--- src/rtl/mem_arbiter_pkg.sv ---
// Shared types and constants for the unified memory-port arbiter.
package mem_arbiter_pkg;

   typedef enum logic [1:0] {
      IDLE,
      REQ,
      RSP
   } arb_state_e;

   typedef enum logic {
      OWN_IF,
      OWN_D
   } arb_owner_e;

   localparam int DEFAULT_STARVE_LIMIT = 4;

   // Instruction fetches always move a full-width word.
   localparam logic [1:0] FETCH_BYTE_EN = 2'b11;

endpackage

--- src/rtl/mem_arbiter_prio_sel.sv ---
// Winner selection: data has priority unless fetch has been starved up to the limit.
module arb_prio_sel
   import mem_arbiter_pkg::*;
(
   input  logic       if_req,
   input  logic       d_req,
   input  logic       streak_at_limit,
   output arb_owner_e owner
);

   always_comb begin
      owner = OWN_D;
      if (if_req && (!d_req || streak_at_limit)) begin
         owner = OWN_IF;
      end
   end

endmodule

--- src/rtl/mem_arbiter.sv ---
// Serialises fetch and data accesses onto one memory port, one transaction outstanding,
// and routes each response back to the requester that owns it.
module mem_arbiter
   import mem_arbiter_pkg::*;
#(
   parameter int ADDR_W       = 64,
   parameter int DATA_W       = 64,
   parameter int STARVE_LIMIT = DEFAULT_STARVE_LIMIT
)
(
   input  logic              clk,
   input  logic              reset,
   input  logic              if_req_i,
   input  logic [ADDR_W-1:0] if_addr_i,
   output logic              if_gnt_o,
   output logic              if_rvalid_o,
   output logic [DATA_W-1:0] if_rdata_o,
   input  logic              d_req_i,
   input  logic [ADDR_W-1:0] d_addr_i,
   input  logic              d_wr_i,
   input  logic [1:0]        d_byte_en_i,
   input  logic [DATA_W-1:0] d_wdata_i,
   output logic              d_gnt_o,
   output logic              d_rvalid_o,
   output logic [DATA_W-1:0] d_rdata_o,
   output logic              mem_req_o,
   output logic [ADDR_W-1:0] mem_addr_o,
   output logic              mem_wr_o,
   output logic [1:0]        mem_byte_en_o,
   output logic [DATA_W-1:0] mem_wdata_o,
   input  logic              mem_gnt_i,
   input  logic              mem_rvalid_i,
   input  logic [DATA_W-1:0] mem_rdata_i
);

   localparam int                  STREAK_W   = $clog2(STARVE_LIMIT + 1);
   localparam logic [STREAK_W-1:0] STREAK_MAX = STREAK_W'(STARVE_LIMIT);

   arb_state_e          state_q;
   arb_state_e          state_d;
   arb_owner_e          owner_q;
   arb_owner_e          winner;
   logic [ADDR_W-1:0]   addr_q;
   logic                wr_q;
   logic [1:0]          byte_en_q;
   logic [DATA_W-1:0]   wdata_q;
   logic [STREAK_W-1:0] streak_q;
   logic                any_req;
   logic                streak_at_limit;

   assign any_req         = if_req_i | d_req_i;
   assign streak_at_limit = (streak_q == STREAK_MAX);

   arb_prio_sel u_prio_sel (
      .if_req          (if_req_i),
      .d_req           (d_req_i),
      .streak_at_limit (streak_at_limit),
      .owner           (winner)
   );

   always_ff @(posedge clk or posedge reset) begin
      if (reset) begin
         state_q <= IDLE;
      end else begin
         state_q <= state_d;
      end
   end

   always_comb begin
      state_d = state_q;
      unique case (state_q)
         IDLE:    if (any_req)      state_d = REQ;
         REQ:     if (mem_gnt_i)    state_d = RSP;
         RSP:     if (mem_rvalid_i) state_d = IDLE;
         default:                   state_d = IDLE;
      endcase
   end

   // Grants and responses are combinational; reset forces every strobe low.
   always_comb begin
      if_gnt_o    = 1'b0;
      d_gnt_o     = 1'b0;
      mem_req_o   = 1'b0;
      if_rvalid_o = 1'b0;
      d_rvalid_o  = 1'b0;
      if_rdata_o  = '0;
      d_rdata_o   = '0;
      if (!reset) begin
         unique case (state_q)
            IDLE: begin
               if_gnt_o = any_req && (winner == OWN_IF);
               d_gnt_o  = any_req && (winner == OWN_D);
            end
            REQ: mem_req_o = 1'b1;
            RSP: begin
               if (mem_rvalid_i) begin
                  if (owner_q == OWN_IF) begin
                     if_rvalid_o = 1'b1;
                     if_rdata_o  = mem_rdata_i;
                  end else begin
                     d_rvalid_o = 1'b1;
                     d_rdata_o  = mem_rdata_i;
                  end
               end
            end
            default: ;
         endcase
      end
   end

   // Attributes are captured at grant so requesters may change them freely afterwards.
   always_ff @(posedge clk or posedge reset) begin
      if (reset) begin
         owner_q   <= OWN_IF;
         addr_q    <= '0;
         wr_q      <= 1'b0;
         byte_en_q <= '0;
         wdata_q   <= '0;
         streak_q  <= '0;
      end else if ((state_q == IDLE) && any_req) begin
         owner_q <= winner;
         if (winner == OWN_IF) begin
            addr_q    <= if_addr_i;
            wr_q      <= 1'b0;
            byte_en_q <= FETCH_BYTE_EN;
            wdata_q   <= '0;
            streak_q  <= '0;
         end else begin
            addr_q    <= d_addr_i;
            wr_q      <= d_wr_i;
            byte_en_q <= d_byte_en_i;
            wdata_q   <= d_wdata_i;
            if (if_req_i && !streak_at_limit) begin
               streak_q <= streak_q + 1'b1;
            end
         end
      end
   end

   assign mem_addr_o    = addr_q;
   assign mem_wr_o      = wr_q;
   assign mem_byte_en_o = byte_en_q;
   assign mem_wdata_o   = wdata_q;

endmodule
--- config.mk ---
export PLATFORM = sky130hd
export DESIGN_NAME = mem_arbiter
export DESIGN_NICKNAME = d
export VERILOG_FILES = /design/src/rtl/mem_arbiter_pkg.sv /design/src/rtl/mem_arbiter_prio_sel.sv /design/src/rtl/mem_arbiter.sv
export SDC_FILE = /design/constraint.sdc
export NUM_CORES = 1
export LEC_CHECK = 0
export CORE_AREA = 2 2 205 207
export CTS_CLUSTER_DIAMETER = 80
export DETAILED_ROUTE_END_ITERATION = 12
export DIE_AREA = 0 0 207 209
export SYNTH_ARGS = -nofsm -noshare
export SYNTH_HDL_FRONTEND = slang
export SYNTH_SLANG_ARGS = --single-unit
--- constraint.sdc ---
create_clock -name clk -period 6.4 [get_ports clk]
set_input_delay 1.28 -clock clk [delete_from_list [all_inputs] [get_ports clk]]
set_output_delay 1.28 -clock clk [all_outputs]
set_load 0.02 [all_outputs]
==> results of run 1 <==
## worst paths after layout
kind	slack, ns	start	to	cells past startpoint
setup / recovery	1.56	reset	if_rdata_o[44]	5
hold / removal	0.49	mem_wdata_o[50]	mem_wdata_o[50]	1
setup reg to reg	3.54	streak_q[0]	mem_addr_o[25]	7
hold reg to reg	0.49	mem_wdata_o[50]	mem_wdata_o[50]	1
max in group asynchronous	3.82	reset	mem_byte_en_o[0]	3
min in group asynchronous	1.52	reset	mem_wdata_o[5]	2
## sequential cells by signal (all words and copies together) (netlist names)
name / count
mem_addr_o: 64
mem_byte_en_o: 2
mem_wdata_o: 64
mem_wr_o: 1
owner_q: 1
state_q: 2
streak_q: 3
## cell families after synthesis
logic type / after synthesis
multiplexers: 1
AND/OR/NAND/NOR: 343
adder cells (fa/ha/maj): 2
flip-flops: 137
AO/OA/AOI/OAI: 203
buffers and inverters: 105
## per-stage QoR
step                util [%]  power [mW]  setup slack, ns  instance area, um^2  hold WS (ns)
global placement        31.6        4.35             1.60                13000         0.469
global route            33.0        5.70             1.43                13600         0.500
detailed placement      31.6        4.37             1.59                13000         0.473
CTS                     33.0        5.45             1.58                13600         0.492
floorplan                  -        3.02             1.45                 7430         0.499
finish                  33.0        5.38             1.56                13600         0.490
## synthesized netlist by cell type
cell type | count | share of area, %
dfrtp_1 | 137 | 46
and2_1 | 129 | 11
nand3_1 | 129 | 8.7
o21ai_0 | 66 | 4.4
o2bb2ai_1 | 66 | 7.8
nand4_1 | 64 | 5.4
o211ai_1 | 62 | 6.3
clkbuf_1 | 45 | 2.3
buf_2 | 29 | 2.0
buf_6 | 10 | 1.5
buf_1 | 7 | 0.35
clkbuf_2 | 7 | 0.47
nor2_1 | 5 | 0.25
inv_1 | 4 | 0.20
buf_4 | 3 | 0.30
nand2_1 | 3 | 0.15
nand2b_1 | 3 | 0.25
a22o_1 | 2 | 0.24
a2bb2oi_1 | 2 | 0.24
ha_1 | 2 | 0.34
nor3_1 | 2 | 0.13
nor4_1 | 2 | 0.17
o211ai_2 | 2 | 0.34
a21bo_2 | 1 | 0.13
mux2_2 | 1 | 0.15
nor2_4 | 1 | 0.15
nor3_2 | 1 | 0.13
nor4b_2 | 1 | 0.20
o21ai_1 | 1 | 0.067
o22ai_1 | 1 | 0.084
or2_0 | 1 | 0.084
or2_1 | 1 | 0.084
or3b_2 | 1 | 0.12
## area by class of cell
cell class / count / area, um^2 / area share, %
inverters: 4 / 20.0 / 0.147
diodes: 1 / 2.50 / 0.0184
clock inverters: 11 / 148 / 1.08
multi-input cells: 549 / 3500 / 25.7
repair buffers: 543 / 5410 / 39.7
clock buffers: 20 / 447 / 3.28
flip-flops and latches: 137 / 3430 / 25.2
well taps: 539 / 674 / 4.95
## routing by layer
layer | global-route usage [%] | up-vias | routed length (um)
li1 | - | 3834 | -
met1 | 20.3 | 4004 | 15200
met2 | 24.6 | 341 | 16800
met3 | 5.61 | 31 | 2900
met4 | 3.28 | 4 | 477
met5 | 0 | - | 27
## power by group
group,total [mW],switching [mW],internal [mW]
Sequential,1.50,0.232,1.27
Combinational,2.84,1.58,1.25
Clock,1.04,0.416,0.622
==> out/metrics.csv, run 1 <==
stage;metric;value;unit
global_route;grt_max_degree;194;
setup_path;cp_common_cell;clkdlybuf4s50_1;
die;die-width;207;um
placed_design;gp_congestion;0.834;
cells_and_area;fin_nets;1519;
setup_path;cp-end-kind;primary output;
timing;finalHoldViolations;0;
route;wire_per_inst;19.6;um
timing;rsz0062_at_grt;false;
timing;slew_viol_final;0;
timing;setup_tns;0;ns
placed_design;numPortBuffers;528;
setup_path;crit_type;in -> out;
timing;setup_viol;0;
route;vias;8214;
global_route;grt_pass1_wl;52.7;mm
setup_path;cp.required;5.12;ns
die;initial_core_util;18.0;%
clock_tree;insertion_delay;0.43;ns
power_and_ir_drop;leakagePower;5.02;nW
clock_tree;clk_pin_slew;0.06;ns
setup_path;crit_slowest_cell;clkdlybuf4s50_1;
synth;netlist_area;0.00743;mm^2
route;routed_via_density;4.55;
synth;synth_warnings;0;
setup_path;critPathMaxFanout;65;
placed_design;hpwl;24.7;mm
setup_path;crit_family;buffers and inverters;
clock_tree;cts-buffers-inserted;17;
route;drtIter0Drc;775;
timing;period_needed;4.84;ns
route;drt-total-wl;35.4;mm
power_and_ir_drop;ir_drop;0.266;mV
run;cap_violations;0;
cells_and_area;fillers;4289;
status;status;finished clean;
cells_and_area;drive_above_1_share;4.75;%
synth;synth_area_per_cell;9.39;um^2
clock_tree;post_cts_resized;0;
clock_tree;htree_num_levels;4;
synth;ys_seq_elements;137;
global_route;grt.overflow.total;0;
cells_and_area;instances_no_fill;1804;
synth;synth_top_family_by_area;simple AND/OR/NAND/NOR gates;
die;core-area;0.0413;mm^2
synth;syn_nets;1058;
die;die_h;209;um
min_path;min_path_type;reg -> reg;
timing;finClkSkew;0.0246;ns
cells_and_area;final_common_cell;clkdlybuf4s50_1;
timing;tightestPinTransition;0.927;ns
synth;synth_simple_gate_area_share;26.7;%
global_route;antenna_found_initial;3;
synth;yosys.area_share.xor_xnor;0;%
power_and_ir_drop;power.density;395;mW/mm^2
die;pin_count;529;
clock_tree;clockBufferDepth;2;
clock_tree;cts_root_buf;clkbuf_16;
die;row_count;75;
clock_tree;clkSinkCount;137;
route;drtPass1Iterations;5;
timing;fin_crit_sh;75.6;%
synth;syn_inst;791;
synth;ys_seq_area_share;46.2;%
synth;synth.area.mux_share;0.152;%
setup_path;cp.arrival;3.56;ns
route;drc_errors;0;
setup_path;crit_path_cell_trace;clkdlybuf4s50_1, nor4_2, buf_4, and2_1, clkdlybuf4s50_1;
synth;synthAdderAreaFrac;0.337;%
timing;fmaxAchievable;207;MHz
global_route;grt.total_usage;15.5;%
die;dieArea;0.0433;mm^2
setup_path;path_buf_inv;3;
clock_tree;cts_setup_buffers;0;
timing;slew_headroom;38.2;%
clock_tree;postCtsHoldBufs;0;
placed_design;dp_cells;1772;
clock_tree;cts_tree;built;
setup_path;critPathLaunchType;input port;
route;antenna_left;0;
cells_and_area;area_growth;83.5;%
global_route;grt_pass1_vias;8216;
synth;synth_compound_area_share;19.6;%
synth;ys_types;33;
cells_and_area;mostFrequentLayoutCells;clkdlybuf4s50_1 (527), dfrtp_1 (137), nand3_1 (129), and2_1 (128);
setup_path;max_stage_delay;0.62;ns
(Power assumes the default switching activity.)
==> run 2, diff against run 1 <==
==> constraint.sdc (replaced) <==
create_clock -name clk -period 5 [get_ports clk]
set_input_delay 1 -clock clk [delete_from_list [all_inputs] [get_ports clk]]
set_output_delay 1 -clock clk [all_outputs]
set_load 0.02 [all_outputs]
==> out/metrics.csv, run 2 (synthesis results as in run 1) <==
stage;metric;value;unit
status;status;finished clean;
clock_tree;cts_tree;built;
setup_path;cp.required;4.00;ns
clock_tree;cts_setup_buffers;0;
cells_and_area;drive_above_1_share;4.75;%
cells_and_area;fin_nets;1517;
cells_and_area;final_common_cell;clkdlybuf4s50_1;
timing;fmaxAchievable;232;MHz
setup_path;critPathMaxFanout;65;
setup_path;worstReg2RegStart;streak_q[0];
route;antenna_left;0;
route;drtIter0Drc;628;
timing;setup_tns;0;ns
die;row_count;75;
route;drtPass1Iterations;6;
placed_design;numPortBuffers;528;
power_and_ir_drop;ir_drop;0.431;mV
die;pin_count;529;
die;initial_core_util;18.0;%
route;drc_errors;0;
clock_tree;clockBufferDepth;2;
placed_design;gp_congestion;0.776;
route;routed_via_density;4.59;
cells_and_area;area_growth;83.2;%
global_route;grt_max_degree;194;
global_route;grt.total_usage;15.6;%
placed_design;dp_cells;1770;
cells_and_area;design_area;0.0136;mm^2
cells_and_area;mostFrequentLayoutCells;clkdlybuf4s50_1 (527), dfrtp_1 (137), nand3_1 (129), and2_1 (128);
power_and_ir_drop;leakagePower;5.02;nW
clock_tree;post_cts_resized;0;
setup_path;cp.arrival;3.31;ns
global_route;grt_pass1_wl;52.8;mm
clock_tree;cts_root_buf;clkbuf_16;
timing;rsz0062_at_grt;false;
die;dieArea;0.0433;mm^2
die;die-width;207;um
timing;slew_viol_final;0;
setup_path;cp-end-kind;primary output;
cells_and_area;num_antenna_cells;0;
min_path;min_path_type;reg -> reg;
cells_and_area;instances_no_fill;1802;
min_path;hold_depth;1;
route;vias;8280;
clock_tree;clkSinkCount;137;
clock_tree;htree_num_levels;4;
timing;period_needed;4.31;ns
clock_tree;clk_pin_slew;0.06;ns
placed_design;hpwl;24.4;mm
setup_path;r2r_cells;7;
die;die_h;209;um
placed_design;pre_cts_ws;0.697;ns
clock_tree;insertion_delay;0.44;ns
timing;slew_headroom;36.1;%
timing;worst_slack;0.691;ns
setup_path;crit_type;in -> out;
setup_path;reg2reg_slack;2.34;ns
placed_design;place_area;0.0130;mm^2
die;core-area;0.0413;mm^2
timing;finClkSkew;0.0215;ns
timing;tightestPinTransition;0.956;ns
clock_tree;cts-buffers-inserted;17;
timing;fin_crit_sh;86.2;%
timing;finalHoldViolations;0;
timing;setup_viol;0;
clock_tree;postCtsHoldBufs;0;
global_route;grt.overflow.total;0;
power_and_ir_drop;power.density;502;mW/mm^2
min_path;hp-start;mem_wdata_o[52];
run;cap_violations;0;
setup_path;r2r-end;mem_addr_o[63];
global_route;antenna_found_initial;4;
setup_path;critPathLaunchType;input port;
min_path;hold_end;mem_wdata_o[52];
route;wire_per_inst;19.4;um
route;drt-total-wl;35.0;mm
global_route;grt_pass1_vias;8384;
==> run 2: changes by cell type in the layout (fill, tap and decap cells not counted) <==
cell,before,now
inv_6,2,3
bufinv_16,3,2
clkbuf_8,1,0
buf_12,1,2
buf_4,14,11
clkinvlp_4,4,3
diode_2,1,0
clkinv_2,2,3
clkinv_4,1,4
clkbuf_1,2,1
==> run 2: layout make-up <==
cell class | instances | area [um^2]
well taps | 539 | 674
flip-flops and latches | 137 | 3430
clock inverters | 14 | 150
repair buffers | 541 | 5400
fillers | 4299 | 27700
inverters | 4 | 20.0
multi-input cells | 549 | 3500
clock buffers | 18 | 429
==> run 2: per-stage QoR <==
step	hold WS (ns)	utilization [%]	power (mW)
6_report	0.489	33.0	6.83
5_1_grt	0.499	33.0	7.24
4_1_cts	0.490	33.0	6.93
3_5_place_dp	0.473	31.6	5.59
3_3_place_gp	0.469	31.6	5.54
2_1_floorplan	0.499	-	3.87
==> run 2: how the worst max path moves through the flow <==
stage | depth (start not counted) | endpoint | slack, ns | start
6_report | 5 | if_rdata_o[56] | 0.69 | reset
5_1_grt | 5 | if_rdata_o[56] | 0.58 | reset
4_1_cts | 5 | if_rdata_o[17] | 0.70 | reset
3_5_place_dp | 5 | if_rdata_o[17] | 0.70 | reset
3_3_place_gp | 5 | if_rdata_o[6] | 0.73 | reset
2_1_floorplan | 1 | mem_addr_o[0] | 0.33 | reset
==> run 2: routing by layer <==
layer / GRT usage, % / share of wire [%] / vias up
li1: - / - / 3835
met1: 19.7 / 42 / 4035
met2: 25.1 / 47 / 366
met3: 5.55 / 8.3 / 42
met4: 4.68 / 2.0 / 2
met5: 0 / 0.037 / -
==> run 2: report_power, final <==
part           internal, mW  switching (mW)
Sequential             1.63           0.297
Combinational          1.61            2.02
Clock                 0.737           0.543
==> run 2: critical path, stage by stage <==
cell	delay [ns]
clkdlybuf4s50_1	0.64
nor4_2	0.32
buf_4	0.47
and2_1	0.21
clkdlybuf4s50_1	0.63
==> edit, RTL diff (flow settings as in run 1) <==
The 3 states of `arb_state_e` get a one-hot encoding in 3 bits.
--- a/src/rtl/mem_arbiter_pkg.sv
+++ b/src/rtl/mem_arbiter_pkg.sv
@@ -1,10 +1,10 @@
 // Shared types and constants for the unified memory-port arbiter.
 package mem_arbiter_pkg;
 
-   typedef enum logic [1:0] {
-      IDLE,
-      REQ,
-      RSP
+   typedef enum logic [2:0] {
+      IDLE = 3'b001,
+      REQ  = 3'b010,
+      RSP  = 3'b100
    } arb_state_e;
 
    typedef enum logic {
Function: same outputs for any inputs over 4 cycles, from zero or initial values and one cycle with reset high; so few cycles prove little.
==> edit against run 1 <==
Cell area shrank 2.5%; area after synthesis shrank 6.7%; sequential cell count grew 1; via count shrank 4.0%; synthesized cell count shrank 9.4%; setup slack gained 0.026 ns; combinational power shrank 6%; power shrank 2.7%; wire length grew 0.86%; critical endpoint is now d_gnt_o; largest power group unchanged; highest routed layer is now met4.
==> edit: results (changes against run 1) <==
Clock network
  • Clk Latency, worst-skew pair: 0.46 ns (was 0.43 ns)
  • Number of post-CTS setup repair buffers: 0 (unchanged)

Run status
  • Outcome: completed (unchanged)

Placed design
  • Post-DP Area: 12700 um2 (was 13000 um2)
  • Total half-perimeter wirelength after legalization and detailed placement: 25800 um (was 24700 um)
  • Routability-driven placement congestion ratio: 0.839 (was 0.834)

Min path
  • Hold Path End: mem_wdata_o[40] (was mem_wdata_o[50])
  • Worst hold stages: 1 (unchanged)
  • Hold path startpoint: mem_wdata_o[40] (was mem_wdata_o[50])

Cells and area
  • Number of nets in the layout: 1461 (was 1519)

STA
  • Transition at the pin with the smallest max-transition slack: 1.17 ns (was 0.927 ns)
  • Setup Skew: 0.0241 ns (was 0.0246 ns)

Worst setup path
  • Flop-to-flop setup slack: 4.02 ns (was 3.54 ns)
  • Cell depth of the worst flop-to-flop path: 6 (was 7)
  • Crit Path Max Fanout: 5 (was 65)
  • Critical Path Start Type: primary input (unchanged)
  • R2R Path End: mem_wdata_o[52] (was mem_addr_o[25])
  • Data arrival time at the worst-slack endpoint: 3.53 ns (was 3.56 ns)

Logic synthesis
  • Count of distinct cell types in the synthesized netlist: 32 (was 33)
  • Sequential share of the synthesized area: 49.9% (was 46.2%)
  • Number of warnings issued by yosys: 0 (unchanged)
  • Largest cells by area after synthesis: sky130_fd_sc_hd__dfrtp_1 49%, sky130_fd_sc_hd__and2_1 12%, sky130_fd_sc_hd__a31oi_1 12% (was sky130_fd_sc_hd__dfrtp_1 46%, sky130_fd_sc_hd__and2_1 11%, sky130_fd_sc_hd__nand3_1 8.7%)
  • Leading cell types by count after synthesis: 137 x sky130_fd_sc_hd__dfrtp_1, 129 x sky130_fd_sc_hd__and2_1, 128 x sky130_fd_sc_hd__a31oi_1 (was 137 x sky130_fd_sc_hd__dfrtp_1, 129 x sky130_fd_sc_hd__and2_1, 129 x sky130_fd_sc_hd__nand3_1)
  • Net count of the mapped netlist: 984 (was 1058)

Route
  • Via Count: 7885 (was 8214)
  • DR WL/cell: 20.4 um (was 19.6 um)
  • Detailed router's first-iteration violation count: 576 (was 775)

Global routing
  • Global-route wire length before repair: 52000 um (was 52700 um)
  • Number of antenna violations at the first check in global routing: 4 (was 3)
  • Total global-route track usage: 15.9% (was 15.5%)
  • Vias in the first global route: 7709 (was 8216)
  • Largest net degree at the start of global routing: 70 (was 194)

Pwr
  • Max rail drop VDD: 0.000209 V (was 0.000266 V)
edit: changes by cell type in the layout (fill, tap and decap cells not counted), sizes merged, moves of 3 or more:
| cell | run 1 | this run |
|---|---|---|
| nand3 | 129 | 66 |
| a22o | 2 | 67 |
| inv | 5 | 13 |
| diode | 1 | 4 |
| nand4 | 64 | 0 |
| a31oi | 0 | 128 |
| nand2 | 3 | 0 |
| o211ai | 64 | 0 |
| o2bb2ai | 66 | 0 |
edit: cell type report:
class | count | area [um2]
Sequential cell | 138 | 3450
Timing Repair Buffer | 542 | 5390
Fill cell | 4261 | 28000
Clock buffer | 18 | 429
Clock inverter | 13 | 166
Inverter | 9 | 38.8
Multi-Input combinational cell | 486 | 3130
Tap cell | 539 | 674
Antenna cell | 4 | 10.0
edit: per-layer routing:
layer,up-vias,track usage (%),wire [um]
met3,29,4.27,2250
met2,394,28.0,18700
li1,3596,-,-
met4,0,5.22,621
met1,3866,18.7,14100
met5,-,0,0
edit: logic make-up after synthesis:
| family | share of synthesized area [%] |
|---|---|
| AND/OR/NAND/NOR | 18.0 |
| AO/OA/AOI/OAI | 26.0 |
| multiplexers | 0.163 |
| buffers and inverters | 5.58 |
| flip-flops | 49.9 |
| adder cells (fa/ha/maj) | 0.361 |
edit: critical path, delay by kind of cell:
| family | cells | cell delay (ns) |
|---|---|---|
| buf+inv | 2 | 1.31 |
| compound gates | 2 | 0.71 |
| simple gates | 1 | 0.20 |
edit: report_power, final:
part,internal [mW],total (mW),switching (mW)
Clock,0.614,1.05,0.431
Combinational,1.22,2.66,1.44
Sequential,1.29,1.53,0.242
Total,3.12,5.24,2.11
edit: worst max-delay path by stage:
stage | start | endpoint | slack (ns) | cells after the start
floorplan | reset | d_gnt_o | 0.47 | 2
global placement | d_req_i | d_gnt_o | 1.57 | 5
detailed placement | d_req_i | d_gnt_o | 1.57 | 5
CTS | d_req_i | d_gnt_o | 1.56 | 5
global route | reset | if_rdata_o[35] | 1.47 | 5
finish | d_req_i | d_gnt_o | 1.59 | 5
edit: through the flow:
step / power [mW] / utilization, % / hold slack, ns / worst slack, ns / instances
after detailed placement: 4.21 / 30.7 / 0.490 / 1.57 / 1714
after global routing: 5.52 / 32.2 / 0.519 / 1.47 / 1748
after floorplan: 2.88 / - / 0.473 / 0.475 / 717
after CTS: 5.29 / 32.2 / 0.509 / 1.56 / 1745
final: 5.24 / 32.2 / 0.501 / 1.59 / 1749
after global placement: 4.19 / 30.7 / 0.487 / 1.57 / 1714
